--- src/rtl/oam_dma_ctrl_pkg.sv ---
// Shared constants, FSM encoding and debug view for the OAM DMA controller.
package oam_dma_ctrl_pkg;

   localparam logic [15:0] DMA_REG_ADDR = 16'hFF46;
   localparam logic [7:0]  HIGH_PAGE    = 8'hFF;
   localparam logic [7:0]  OPEN_BUS     = 8'hFF;
   localparam logic [7:0]  ECHO_BASE    = 8'hE0;
   localparam logic [7:0]  ECHO_OFFSET  = 8'h20;

   localparam logic [1:0]  T_PH0 = 2'd0;
   localparam logic [1:0]  T_PH1 = 2'd1;
   localparam logic [1:0]  T_PH2 = 2'd2;
   localparam logic [1:0]  T_PH3 = 2'd3;

   typedef enum logic [1:0] {
      DMA_IDLE  = 2'd0,
      DMA_START = 2'd1,
      DMA_XFER  = 2'd2
   } dma_state_e;

   typedef struct packed {
      dma_state_e state;
      logic [7:0] idx;
      logic [7:0] page;
   } dma_dbg_t;

   // Pages E0-FF are echo RAM; the copy reads the underlying C0-DF page instead.
   function automatic logic [7:0] src_page_of(input logic [7:0] page);
      return (page >= ECHO_BASE) ? (page - ECHO_OFFSET) : page;
   endfunction

endpackage

--- src/rtl/oam_dma_ctrl_if.sv ---
// CPU-side, system-bus and OAM-side signals of the DMA controller, plus its debug view.
interface oam_dma_ctrl_if;
   import oam_dma_ctrl_pkg::*;

   logic [1:0]  t_cycle;
   logic [15:0] cpu_addr;
   logic        cpu_wr;
   logic [7:0]  cpu_wdata;
   logic [7:0]  cpu_rdata;
   logic [15:0] mem_addr;
   logic        mem_wr;
   logic [7:0]  mem_wdata;
   logic [7:0]  mem_rdata;
   logic        oam_wr;
   logic [7:0]  oam_addr;
   logic [7:0]  oam_wdata;
   logic        dma_active;
   dma_dbg_t    dbg;

   modport slave (
      input  t_cycle, cpu_addr, cpu_wr, cpu_wdata, mem_rdata,
      output cpu_rdata, mem_addr, mem_wr, mem_wdata,
      output oam_wr, oam_addr, oam_wdata, dma_active, dbg
   );

   modport master (
      output t_cycle, cpu_addr, cpu_wr, cpu_wdata, mem_rdata,
      input  cpu_rdata, mem_addr, mem_wr, mem_wdata,
      input  oam_wr, oam_addr, oam_wdata, dma_active, dbg
   );

endinterface

--- src/rtl/oam_dma_ctrl_bus_mux.sv ---
// Combinational CPU/DMA arbitration of the system bus address, write strobe and CPU read data.
module dma_bus_mux
   import oam_dma_ctrl_pkg::*;
(
   input  logic        xfer_i,
   input  logic [1:0]  t_cycle_i,
   input  logic [15:0] cpu_addr_i,
   input  logic        cpu_wr_i,
   input  logic [7:0]  mem_rdata_i,
   input  logic [7:0]  page_i,
   input  logic [15:0] dma_addr_i,
   output logic [7:0]  cpu_rdata_o,
   output logic [15:0] mem_addr_o,
   output logic        mem_wr_d_o
);

   logic cpu_high;
   logic cpu_slot;

   always_comb begin
      cpu_high    = (cpu_addr_i[15:8] == HIGH_PAGE);
      cpu_slot    = cpu_high && ((t_cycle_i == T_PH0) || (t_cycle_i == T_PH3));
      cpu_rdata_o = mem_rdata_i;
      mem_addr_o  = cpu_addr_i;
      mem_wr_d_o  = cpu_wr_i;

      if (cpu_addr_i == DMA_REG_ADDR) begin
         cpu_rdata_o = page_i;
      end else if (xfer_i && !cpu_high) begin
         cpu_rdata_o = OPEN_BUS;
      end

      // The DMA owns phases 1-2; a high-page write is only registered from phase 3
      // so the strobe lands in phase 0, while the CPU still holds the address.
      if (xfer_i) begin
         mem_addr_o = cpu_slot ? cpu_addr_i : dma_addr_i;
         mem_wr_d_o = cpu_wr_i && cpu_high && (t_cycle_i == T_PH3);
      end
   end

endmodule

--- src/rtl/oam_dma_ctrl.sv ---
// OAM DMA sequencer: an FF46 write starts a page-to-OAM copy of one byte per M-cycle.
// START_DELAY must be at least 1.
module oam_dma_ctrl
   import oam_dma_ctrl_pkg::*;
#(
   parameter int DMA_LEN     = 160,
   parameter int START_DELAY = 1
) (
   input  logic          clk,
   input  logic          rst_n,
   oam_dma_ctrl_if.slave bus
);

   localparam logic [7:0] LAST_IDX  = 8'(DMA_LEN - 1);
   localparam logic [7:0] LAST_WAIT = 8'(START_DELAY - 1);

   dma_state_e  state_q, state_d;
   logic [7:0]  page_q, page_d;
   logic [7:0]  src_q, src_d;
   logic [7:0]  idx_q, idx_d;
   logic [7:0]  wait_q, wait_d;
   logic        armed_q, armed_d;
   logic        oam_wr_q, oam_wr_d;
   logic [7:0]  oam_addr_q, oam_addr_d;
   logic [7:0]  oam_wdata_q, oam_wdata_d;
   logic        active_q, active_d;
   logic        mem_wr_q, mem_wr_d;
   logic [7:0]  mem_wdata_q;

   logic        reg_wr;
   logic        xfer;
   logic [15:0] dma_addr;
   logic [15:0] mem_addr_mux;
   logic [7:0]  cpu_rdata_mux;

   assign reg_wr   = bus.cpu_wr && (bus.t_cycle == T_PH2) && (bus.cpu_addr == DMA_REG_ADDR);
   assign xfer     = (state_q == DMA_XFER);
   assign dma_addr = {src_q, idx_q};

   dma_bus_mux u_bus_mux (
      .xfer_i      (xfer),
      .t_cycle_i   (bus.t_cycle),
      .cpu_addr_i  (bus.cpu_addr),
      .cpu_wr_i    (bus.cpu_wr),
      .mem_rdata_i (bus.mem_rdata),
      .page_i      (page_q),
      .dma_addr_i  (dma_addr),
      .cpu_rdata_o (cpu_rdata_mux),
      .mem_addr_o  (mem_addr_mux),
      .mem_wr_d_o  (mem_wr_d)
   );

   always_comb begin
      state_d     = state_q;
      page_d      = page_q;
      src_d       = src_q;
      idx_d       = idx_q;
      wait_d      = wait_q;
      armed_d     = armed_q;
      oam_wr_d    = 1'b0;
      oam_addr_d  = oam_addr_q;
      oam_wdata_d = oam_wdata_q;
      active_d    = active_q;

      case (state_q)
         DMA_START: begin
            // The partial M-cycle holding the FF46 write must not count as a wait cycle.
            if (bus.t_cycle == T_PH0) begin
               armed_d = 1'b1;
            end
            if ((bus.t_cycle == T_PH3) && armed_q) begin
               if (wait_q == LAST_WAIT) begin
                  state_d = DMA_XFER;
                  wait_d  = 8'd0;
               end else begin
                  wait_d  = wait_q + 8'd1;
               end
            end
         end
         DMA_XFER: begin
            if (bus.t_cycle == T_PH2) begin
               oam_wr_d    = 1'b1;
               oam_addr_d  = idx_q;
               oam_wdata_d = bus.mem_rdata;
            end
            if (bus.t_cycle == T_PH3) begin
               if (idx_q == LAST_IDX) begin
                  state_d = DMA_IDLE;
               end else begin
                  idx_d   = idx_q + 8'd1;
               end
            end
         end
         default: begin
         end
      endcase

      // A new FF46 write overrides any progress made above in the same clock.
      if (reg_wr) begin
         page_d  = bus.cpu_wdata;
         src_d   = src_page_of(bus.cpu_wdata);
         idx_d   = 8'd0;
         wait_d  = 8'd0;
         armed_d = 1'b0;
         state_d = DMA_START;
      end

      if (bus.t_cycle == T_PH3) begin
         active_d = (state_d != DMA_IDLE);
      end
   end

   always_ff @(posedge clk or negedge rst_n) begin
      if (!rst_n) begin
         state_q     <= DMA_IDLE;
         page_q      <= 8'h00;
         src_q       <= 8'h00;
         idx_q       <= 8'h00;
         wait_q      <= 8'h00;
         armed_q     <= 1'b0;
         oam_wr_q    <= 1'b0;
         oam_addr_q  <= 8'h00;
         oam_wdata_q <= 8'h00;
         active_q    <= 1'b0;
         mem_wr_q    <= 1'b0;
         mem_wdata_q <= 8'h00;
      end else begin
         state_q     <= state_d;
         page_q      <= page_d;
         src_q       <= src_d;
         idx_q       <= idx_d;
         wait_q      <= wait_d;
         armed_q     <= armed_d;
         oam_wr_q    <= oam_wr_d;
         oam_addr_q  <= oam_addr_d;
         oam_wdata_q <= oam_wdata_d;
         active_q    <= active_d;
         mem_wr_q    <= mem_wr_d;
         mem_wdata_q <= bus.cpu_wdata;
      end
   end

   assign bus.cpu_rdata  = cpu_rdata_mux;
   assign bus.mem_addr   = mem_addr_mux;
   assign bus.mem_wr     = mem_wr_q;
   assign bus.mem_wdata  = mem_wdata_q;
   assign bus.oam_wr     = oam_wr_q;
   assign bus.oam_addr   = oam_addr_q;
   assign bus.oam_wdata  = oam_wdata_q;
   assign bus.dma_active = active_q;
   assign bus.dbg        = '{state: state_q, idx: idx_q, page: page_q};

endmodule

--- src/flat_wrapper.sv ---
// flat-port wrapper written by rule: the top's interface ports become plain ports
module oam_dma_ctrl_flat import oam_dma_ctrl_pkg::*;
#(
   parameter int DMA_LEN     = 160,
   parameter int START_DELAY = 1
)
  (clk, rst_n, bus_t_cycle, bus_cpu_addr, bus_cpu_wr, bus_cpu_wdata, bus_mem_rdata, bus_cpu_rdata, bus_mem_addr, bus_mem_wr, bus_mem_wdata, bus_oam_wr, bus_oam_addr, bus_oam_wdata, bus_dma_active, bus_dbg);
  oam_dma_ctrl_if bus_i ();
  input  logic clk;
  input  logic rst_n;
  input wire logic [$bits(bus_i.t_cycle)-1:0] bus_t_cycle;
  input wire logic [$bits(bus_i.cpu_addr)-1:0] bus_cpu_addr;
  input wire logic [$bits(bus_i.cpu_wr)-1:0] bus_cpu_wr;
  input wire logic [$bits(bus_i.cpu_wdata)-1:0] bus_cpu_wdata;
  input wire logic [$bits(bus_i.mem_rdata)-1:0] bus_mem_rdata;
  output wire logic [$bits(bus_i.cpu_rdata)-1:0] bus_cpu_rdata;
  output wire logic [$bits(bus_i.mem_addr)-1:0] bus_mem_addr;
  output wire logic [$bits(bus_i.mem_wr)-1:0] bus_mem_wr;
  output wire logic [$bits(bus_i.mem_wdata)-1:0] bus_mem_wdata;
  output wire logic [$bits(bus_i.oam_wr)-1:0] bus_oam_wr;
  output wire logic [$bits(bus_i.oam_addr)-1:0] bus_oam_addr;
  output wire logic [$bits(bus_i.oam_wdata)-1:0] bus_oam_wdata;
  output wire logic [$bits(bus_i.dma_active)-1:0] bus_dma_active;
  output wire logic [$bits(bus_i.dbg)-1:0] bus_dbg;
  assign bus_i.t_cycle = bus_t_cycle;
  assign bus_i.cpu_addr = bus_cpu_addr;
  assign bus_i.cpu_wr = bus_cpu_wr;
  assign bus_i.cpu_wdata = bus_cpu_wdata;
  assign bus_i.mem_rdata = bus_mem_rdata;
  assign bus_cpu_rdata = bus_i.cpu_rdata;
  assign bus_mem_addr = bus_i.mem_addr;
  assign bus_mem_wr = bus_i.mem_wr;
  assign bus_mem_wdata = bus_i.mem_wdata;
  assign bus_oam_wr = bus_i.oam_wr;
  assign bus_oam_addr = bus_i.oam_addr;
  assign bus_oam_wdata = bus_i.oam_wdata;
  assign bus_dma_active = bus_i.dma_active;
  assign bus_dbg = bus_i.dbg;
  oam_dma_ctrl #(.DMA_LEN(DMA_LEN), .START_DELAY(START_DELAY)) u_core (.clk(clk), .rst_n(rst_n), .bus(bus_i));
endmodule
--- config.mk ---
export PLATFORM = sky130hd
export DESIGN_NAME = oam_dma_ctrl_flat
export DESIGN_NICKNAME = d
export VERILOG_FILES = /design/src/rtl/oam_dma_ctrl_pkg.sv /design/src/rtl/oam_dma_ctrl_if.sv /design/src/rtl/oam_dma_ctrl_bus_mux.sv /design/src/rtl/oam_dma_ctrl.sv /design/src/flat_wrapper.sv
export SDC_FILE = /design/constraint.sdc
export NUM_CORES = 1
export LEC_CHECK = 0
export CAP_MARGIN = 20
export CORE_ASPECT_RATIO = 0.5
export CORE_MARGIN = 5
export CORE_UTILIZATION = 40
export DETAILED_ROUTE_END_ITERATION = 10
export PLACE_DENSITY = 0.83
export SLEW_MARGIN = 20
export SYNTH_ARGS = -nofsm -noshare
export SYNTH_HDL_FRONTEND = slang
export SYNTH_SLANG_ARGS = --single-unit
--- constraint.sdc ---
create_clock -name clk -period 3.5 [get_ports clk]
set_input_delay 1.05 -clock clk [delete_from_list [all_inputs] [get_ports clk]]
set_output_delay 1.05 -clock clk [all_outputs]
set_load 0.05 [all_outputs]
## Yosys cells after proc, flatten, opt, wreduce, memory -nomap -nowiden

Index checks and enable logic that the tools add are counted.

- Bits in registers: 62
- Input bits: 37
- Output and inout bits: 69
- Word-level logic and storage cells: 70

- $add $sub $neg: 3
- $lt $le $gt $ge: 1
- Equality and inequality tests: 8
- Mux-type cells: 25
- Reductions and logical operators: 21

Operators with widths:

| operator | number |
|---|---|
| 8-bit 2-to-1 mux | 11 |
| 16-bit 2-to-1 mux | 2 |
| 8-bit by 1-bit adder with 8-bit output (second input constant) | 2 |
| 16-bit equality test (second input constant) | 1 |
| 8-bit equality test (second input constant) | 2 |
| 2-bit nonzero test | 6 |
| 2-bit 2-to-1 mux | 5 |
| 8-bit greater-or-equal comparator (second input constant) | 1 |
| 8-bit zero test | 1 |
| 8-bit by 6-bit subtractor with 8-bit output (second input constant) | 1 |
| 1-bit logical AND | 7 |
| 2-bit equality test (second input constant) | 3 |
| 1-bit 2-to-1 mux | 6 |
| 2-bit AND reduction | 3 |
| 2-bit case mux with 2 select lines | 1 |
| 3-bit AND reduction | 1 |
| 2-bit by 1-bit equality test with 1-bit output (second input constant) | 1 |
| 2-bit zero test | 1 |
| 2-bit by 1-bit inequality test with 1-bit output (second input constant) | 1 |
| 1-bit zero test | 1 |
| 1-bit logical OR | 1 |

## Logic depth before layout (Yosys ltp)

- Word-level depth: 6
- Gate-level depth with buffers: 8
- Depth with buffers taken out: 7

## Hierarchy

From an unflattened synthesis, not the netlist that was laid out.

- Cell total of the unflattened synthesis: 259
- Area, all modules: 2866.5 um2

Modules (own cells, without submodules):

| module | times used | cells an instance | area an instance (um2) | sequential area each (um2) |
|---|---|---|---|---|
| oam_dma_ctrl | 1 | 221 | 2487.4 | 1426.4 |
| dma_bus_mux | 1 | 38 | 379.1 | 0.0 |

## Worst setup path before layout

Ideal clock, no wire load.

- Kind: in2out
- Start point: input port bus_t_cycle[0]
- End point: output port bus_mem_addr[10]
- Arrival time: 2621 ps
- Required time: 2450 ps
- Path slack: -171 ps
- Stages: 5
- Buffers on the path: 1
- Path through: inv_1 ha_1 o31ai_2 buf_2 mux2_2

- Longest elaborated chain between the ends: 5
- Elaborated cells between the ends (all ways): 6
- Those cells by class: eq/ne: 1; mux: 2; reduce/logical: 3

Ends and longest elaborated chain:

| element | RTL line | RTL |
|---|---|---|
| start: declaration | flat_wrapper.sv:11 | `input wire logic [$bits(bus_i.t_cycle)-1:0] bus_t_cycle;` |
| 2-bit equality test or 2-bit zero test (tied branches) | oam_dma_ctrl_bus_mux.sv:22 | `cpu_slot = cpu_high && ((t_cycle_i == T_PH0) \|\| (t_cycle_i == T_PH3));` |
| 1-bit logical OR * | oam_dma_ctrl_bus_mux.sv:22 |  |
| 1-bit logical AND * | oam_dma_ctrl_bus_mux.sv:22 |  |
| 16-bit 2-to-1 mux * | oam_dma_ctrl_bus_mux.sv:36 | `mem_addr_o = cpu_slot ? cpu_addr_i : dma_addr_i;` |
| 16-bit 2-to-1 mux * | oam_dma_ctrl_bus_mux.sv:35 | `if (xfer_i) begin` |
| end: declaration | flat_wrapper.sv:17 | `output wire logic [$bits(bus_i.mem_addr)-1:0] bus_mem_addr;` |

Every way passes the cells marked *; elsewhere a longest branch is shown, timed or not.

## Final worst setup path

- Start point: input port bus_cpu_addr[7]
- End point: output port bus_cpu_rdata[1]

- Longest elaborated chain between the ends: 2

Ends and longest elaborated chain:

| element | RTL line | RTL |
|---|---|---|
| start: declaration | flat_wrapper.sv:12 | `input wire logic [$bits(bus_i.cpu_addr)-1:0] bus_cpu_addr;` |
| 16-bit equality test | oam_dma_ctrl_bus_mux.sv:27 | `if (cpu_addr_i == DMA_REG_ADDR) begin` |
| 8-bit 2-to-1 mux | oam_dma_ctrl_bus_mux.sv:27 |  |
| end: declaration | flat_wrapper.sv:16 | `output wire logic [$bits(bus_i.cpu_rdata)-1:0] bus_cpu_rdata;` |

Every way passes these cells.

==> flow_summary_export.csv <==
group,metric,value,unit
timing,worst_pin_slew,757,ps
timing,period_share,1.07,
critical_path,critPathMaxFanout,5,
final_layout,final_layout_size_suffix_gt1_frac,0.334,
power,ir_worst_vdd,223,uV
timing,max_freq,0.267,GHz
critical_path,cp-start-kind,"input port",
clock_tree,cts_hold_buf,0,
clock_tree,clkTransAtPathRegs,50,ps
placement,dp_hpwl,6290,um
logic_synthesis,synthFlopType,"dfrtp_1",
final_layout,syn_to_final_growth,63.7,%
final_layout,nNetsFinal,433,
critical_path,end_kind,"primary output",
logic_synthesis,synth.avg_cell_area,10.7,sq um
logic_synthesis,syn_area,2810,sq um
critical_path,rr_startpoint,"u_core.idx_q[0]",
global_routing,grt_max_degree,33,
hold_path,hold_end,"u_core.src_q[7]",
detailed_routing,first_iter_violations,265,
logic_synthesis,ys_ff_latch,57,
placement,gp_congestion,0.801,
detailed_routing,via_per_inst,5.35,
power,power,0.00180,W
floorplanning,io_pins,106,
critical_path,crit_family,"simple AND/OR/NAND/NOR gates",
floorplanning,die_x,129,um
logic_synthesis,syn_nets,309,
timing,relSlewSlack,0.488,
timing,hold_viol,0,
clock_tree,numCtsBuffers,9,
timing,slew_violations,0,
hold_path,hold_class,"flip-flop to flip-flop",
critical_path,r2r-end,"u_core.bus.dma_active",
critical_path,slowest_delay,550,ps
placement,pre_cts_slack,-585,ps
power,p_leak,2.20,nW
critical_path,path_cells,"buf_6 -> or4b_4 -> nor4_4 -> buf_6 -> mux2i_4 -> nand2_2 -> buf_12",
detailed_routing,drt-pass1-iter-count,5,
detailed_routing,ant_nets,0,
critical_path,cp.required,2450,ps
run,drv_cap,0,
detailed_routing,routed_wl,9770,um
critical_path,crit_top_cell,"buf_6",
timing,finClkSkew,9.71,ps
global_routing,grt_use_total,0.223,
logic_synthesis,synth_edf_count,0,
logic_synthesis,async_reset_ff_frac,1.00,
global_routing,grt_pass1_wl,15300,um
hold_path,hold_start,"u_core.src_q[7]",
timing,rsz0062_at_grt,"yes",
detailed_routing,post_drt_wl_per_cell,20.2,um
floorplanning,die_h,69.3,um
placement,dp_cells,460,
placement,io_buffers,105,
timing,worst_slack,-244,ps
final_layout,fillers,404,
status,status,"finished with violations",
detailed_routing,vias,2590,
floorplanning,rows,21,
logic_synthesis,yosysWarnings,0,
timing,fin_hold_ws,487,ps
floorplanning,die-area,8910,sq um
timing,fin_setup_tns,-1710,ps
logic_synthesis,syn_inst,263,
final_layout,antenna_cells,0,
global_routing,grt_pass1_vias,2691,
global_routing,antenna_found_initial,0,
logic_synthesis,ys_types,35,
final_layout,final_cells,484,
floorplanning,start_util,0.417,
critical_path,reg2reg_depth,5,
critical_path,crit_type,"input port to primary output",
clock_tree,clkLatencyLatePin,330,ps
critical_path,critical-path-slowest-cell,"or4b_4",
detailed_routing,drcViolationCount,0,
critical_path,reg2reg_slack,1030,ps
clock_tree,clk_path_buf_depth,2,
timing,setup_viol,8,
clock_tree,numClockSinks,57,
timing,fin_crit,3740,ps
status,violations,"setup timing",
clock_tree,cts_root_buffer,"clkbuf_16",
global_routing,overflow,0,
critical_path,worst_ep_arrival_time,2690,ps
hold_path,min_path_cells,2,
critical_path,path_buf_inv,3,
clock_tree,cts_tree,"done",
clock_tree,cts_htree_levels,3,
power,p_per_area,391,nW/um^2
logic_synthesis,ys_seq_area_frac,0.507,
floorplanning,core_area,6750,sq um
-- cell families (layout without fill, tap and decap cells) --
logic type                 after synthesis  after routing  share of synthesized area
buffers and inverters                   26            155                     0.0516
xor gates and xnor gates                10             10                     0.0311
DFF                                     57             57                      0.507
and+or+nand+nor                        101            101                      0.166
muxes                                   41             41                      0.160
adders and majority gates                9              9                     0.0400
AOI/OAI and AO/OA                       19             19                     0.0436
-- worst max path at each step --
stage	start	slack, ps	endpoint	depth (start not counted)
after floorplan	bus_t_cycle[0]	-40	bus_mem_addr[10]	5
after global placement	bus_cpu_addr[0]	-510	bus_cpu_rdata[0]	7
after detailed placement	bus_cpu_addr[0]	-590	bus_cpu_rdata[7]	7
after CTS	bus_cpu_addr[3]	-180	bus_cpu_rdata[4]	7
after global routing	bus_cpu_addr[7]	-300	bus_cpu_rdata[1]	7
final	bus_cpu_addr[7]	-240	bus_cpu_rdata[1]	7
-- area by class of cell --
| type | instances | area [sq um] | area share |
|---|---|---|---|
| Clock inverter | 5 | 55.1 | 0.0120 |
| Sequential cell | 57 | 1430 | 0.310 |
| Tap cell | 92 | 115 | 0.0250 |
| Multi-Input combinational cell | 180 | 1370 | 0.297 |
| Timing Repair Buffer | 128 | 1360 | 0.295 |
| Clock buffer | 11 | 243 | 0.0527 |
| Inverter | 11 | 41.3 | 0.00897 |
-- Yosys cell counts, types with 2 or more instances --
| master | n | area (sq um) |
|---|---|---|
| mux2_2 | 32 | 360 |
| nand3_1 | 10 | 50.1 |
| ha_1 | 9 | 113 |
| mux2i_1 | 9 | 90.1 |
| nand4_1 | 7 | 43.8 |
| buf_2 | 2 | 10.0 |
| buf_4 | 7 | 52.6 |
| a21oi_1 | 6 | 30.0 |
| a31oi_1 | 2 | 12.5 |
| nor2_1 | 22 | 82.6 |
| nor3_1 | 5 | 25.0 |
| clkbuf_1 | 4 | 15.0 |
| xor2_1 | 6 | 52.6 |
| and3_1 | 5 | 31.3 |
| nand2_1 | 45 | 169 |
| dfrtp_1 | 57 | 1430 |
| xnor2_1 | 4 | 35.0 |
| inv_1 | 11 | 41.3 |
| o21ai_0 | 4 | 20.0 |
-- worst register-to-register path, delay by kind of cell, from the launching register on --
kind / cells / cell delay, ps
adder cells (fa/ha/maj): 1 / 290
flip-flops: 1 / 500
AND/OR/NAND/NOR: 1 / 700
AO/OA/AOI/OAI: 3 / 840
-- state kept, by name, indices dropped and copies added (netlist names) --
name	flops
u_core.armed_q	1
u_core.bus.dma_active	1
u_core.bus.mem_wdata	8
u_core.bus.mem_wr	1
u_core.bus.oam_addr	8
u_core.bus.oam_wdata	8
u_core.bus.oam_wr	1
u_core.idx_q	8
u_core.page_q	3
u_core.src_q	8
u_core.state_q	2
u_core.wait_q	8
-- report_power, final --
| group | switching [W] | internal, W | total, W |
|---|---|---|---|
| logic | 0.000140 | 0.000111 | 0.000251 |
| registers | 0.00000233 | 0.000666 | 0.000669 |
| clock network | 0.000313 | 0.000567 | 0.000881 |
| total | 0.000455 | 0.00134 | 0.00180 |
-- per-stage QoR --
| stage | area [sq um] | util |
|---|---|---|
| after floorplan | 2860 | - |
| after global placement | 4130 | 0.611 |
| after detailed placement | 4130 | 0.611 |
| after CTS | 4590 | 0.679 |
| after global routing | 4600 | 0.682 |
| final | 4600 | 0.682 |
-- timing repair --
action,4_1_cts,5_1_grt
buffers inserted,5,2
cloned,1,0
pin swaps,14,5
resized for setup,109,10
endpoints found under the hold margin,0,0
endpoints found under the setup margin,24,24
-- placed cells by master, fill, tap and decap left out, types with 2 or more instances in the layout --
cell and count:
buf_4 18, dfrtp_1 57, mux2i_4 2, o21ai_0 4, mux2_2 22, clkdlybuf4s50_1 62
inv_1 9, nor2_1 22, buf_2 10, xnor2_1 4, nand2_1 37, a21oi_1 6
mux2i_1 6, clkbuf_2 2, clkinvlp_4 2, ha_1 8, buf_6 17, inv_2 2
nand3_1 10, nand4_1 7, xor2_1 6, buf_12 13, buf_8 6, mux2_4 10
clkbuf_16 9, a31oi_1 2, nor3_1 5, clkinv_2 2, nand2_2 8, and3_1 5
-- metal layers --
layer / vias up / share of wire / GRT usage
met1: 1290 / 0.38 / 0.268
met5: - / 0 / 0
li1: 1146 / - / -
met3: 29 / 0.068 / 0.0677
met2: 125 / 0.52 / 0.380
met4: 0 / 0.027 / 0.0757
Power figures use the tool's default switching activity.
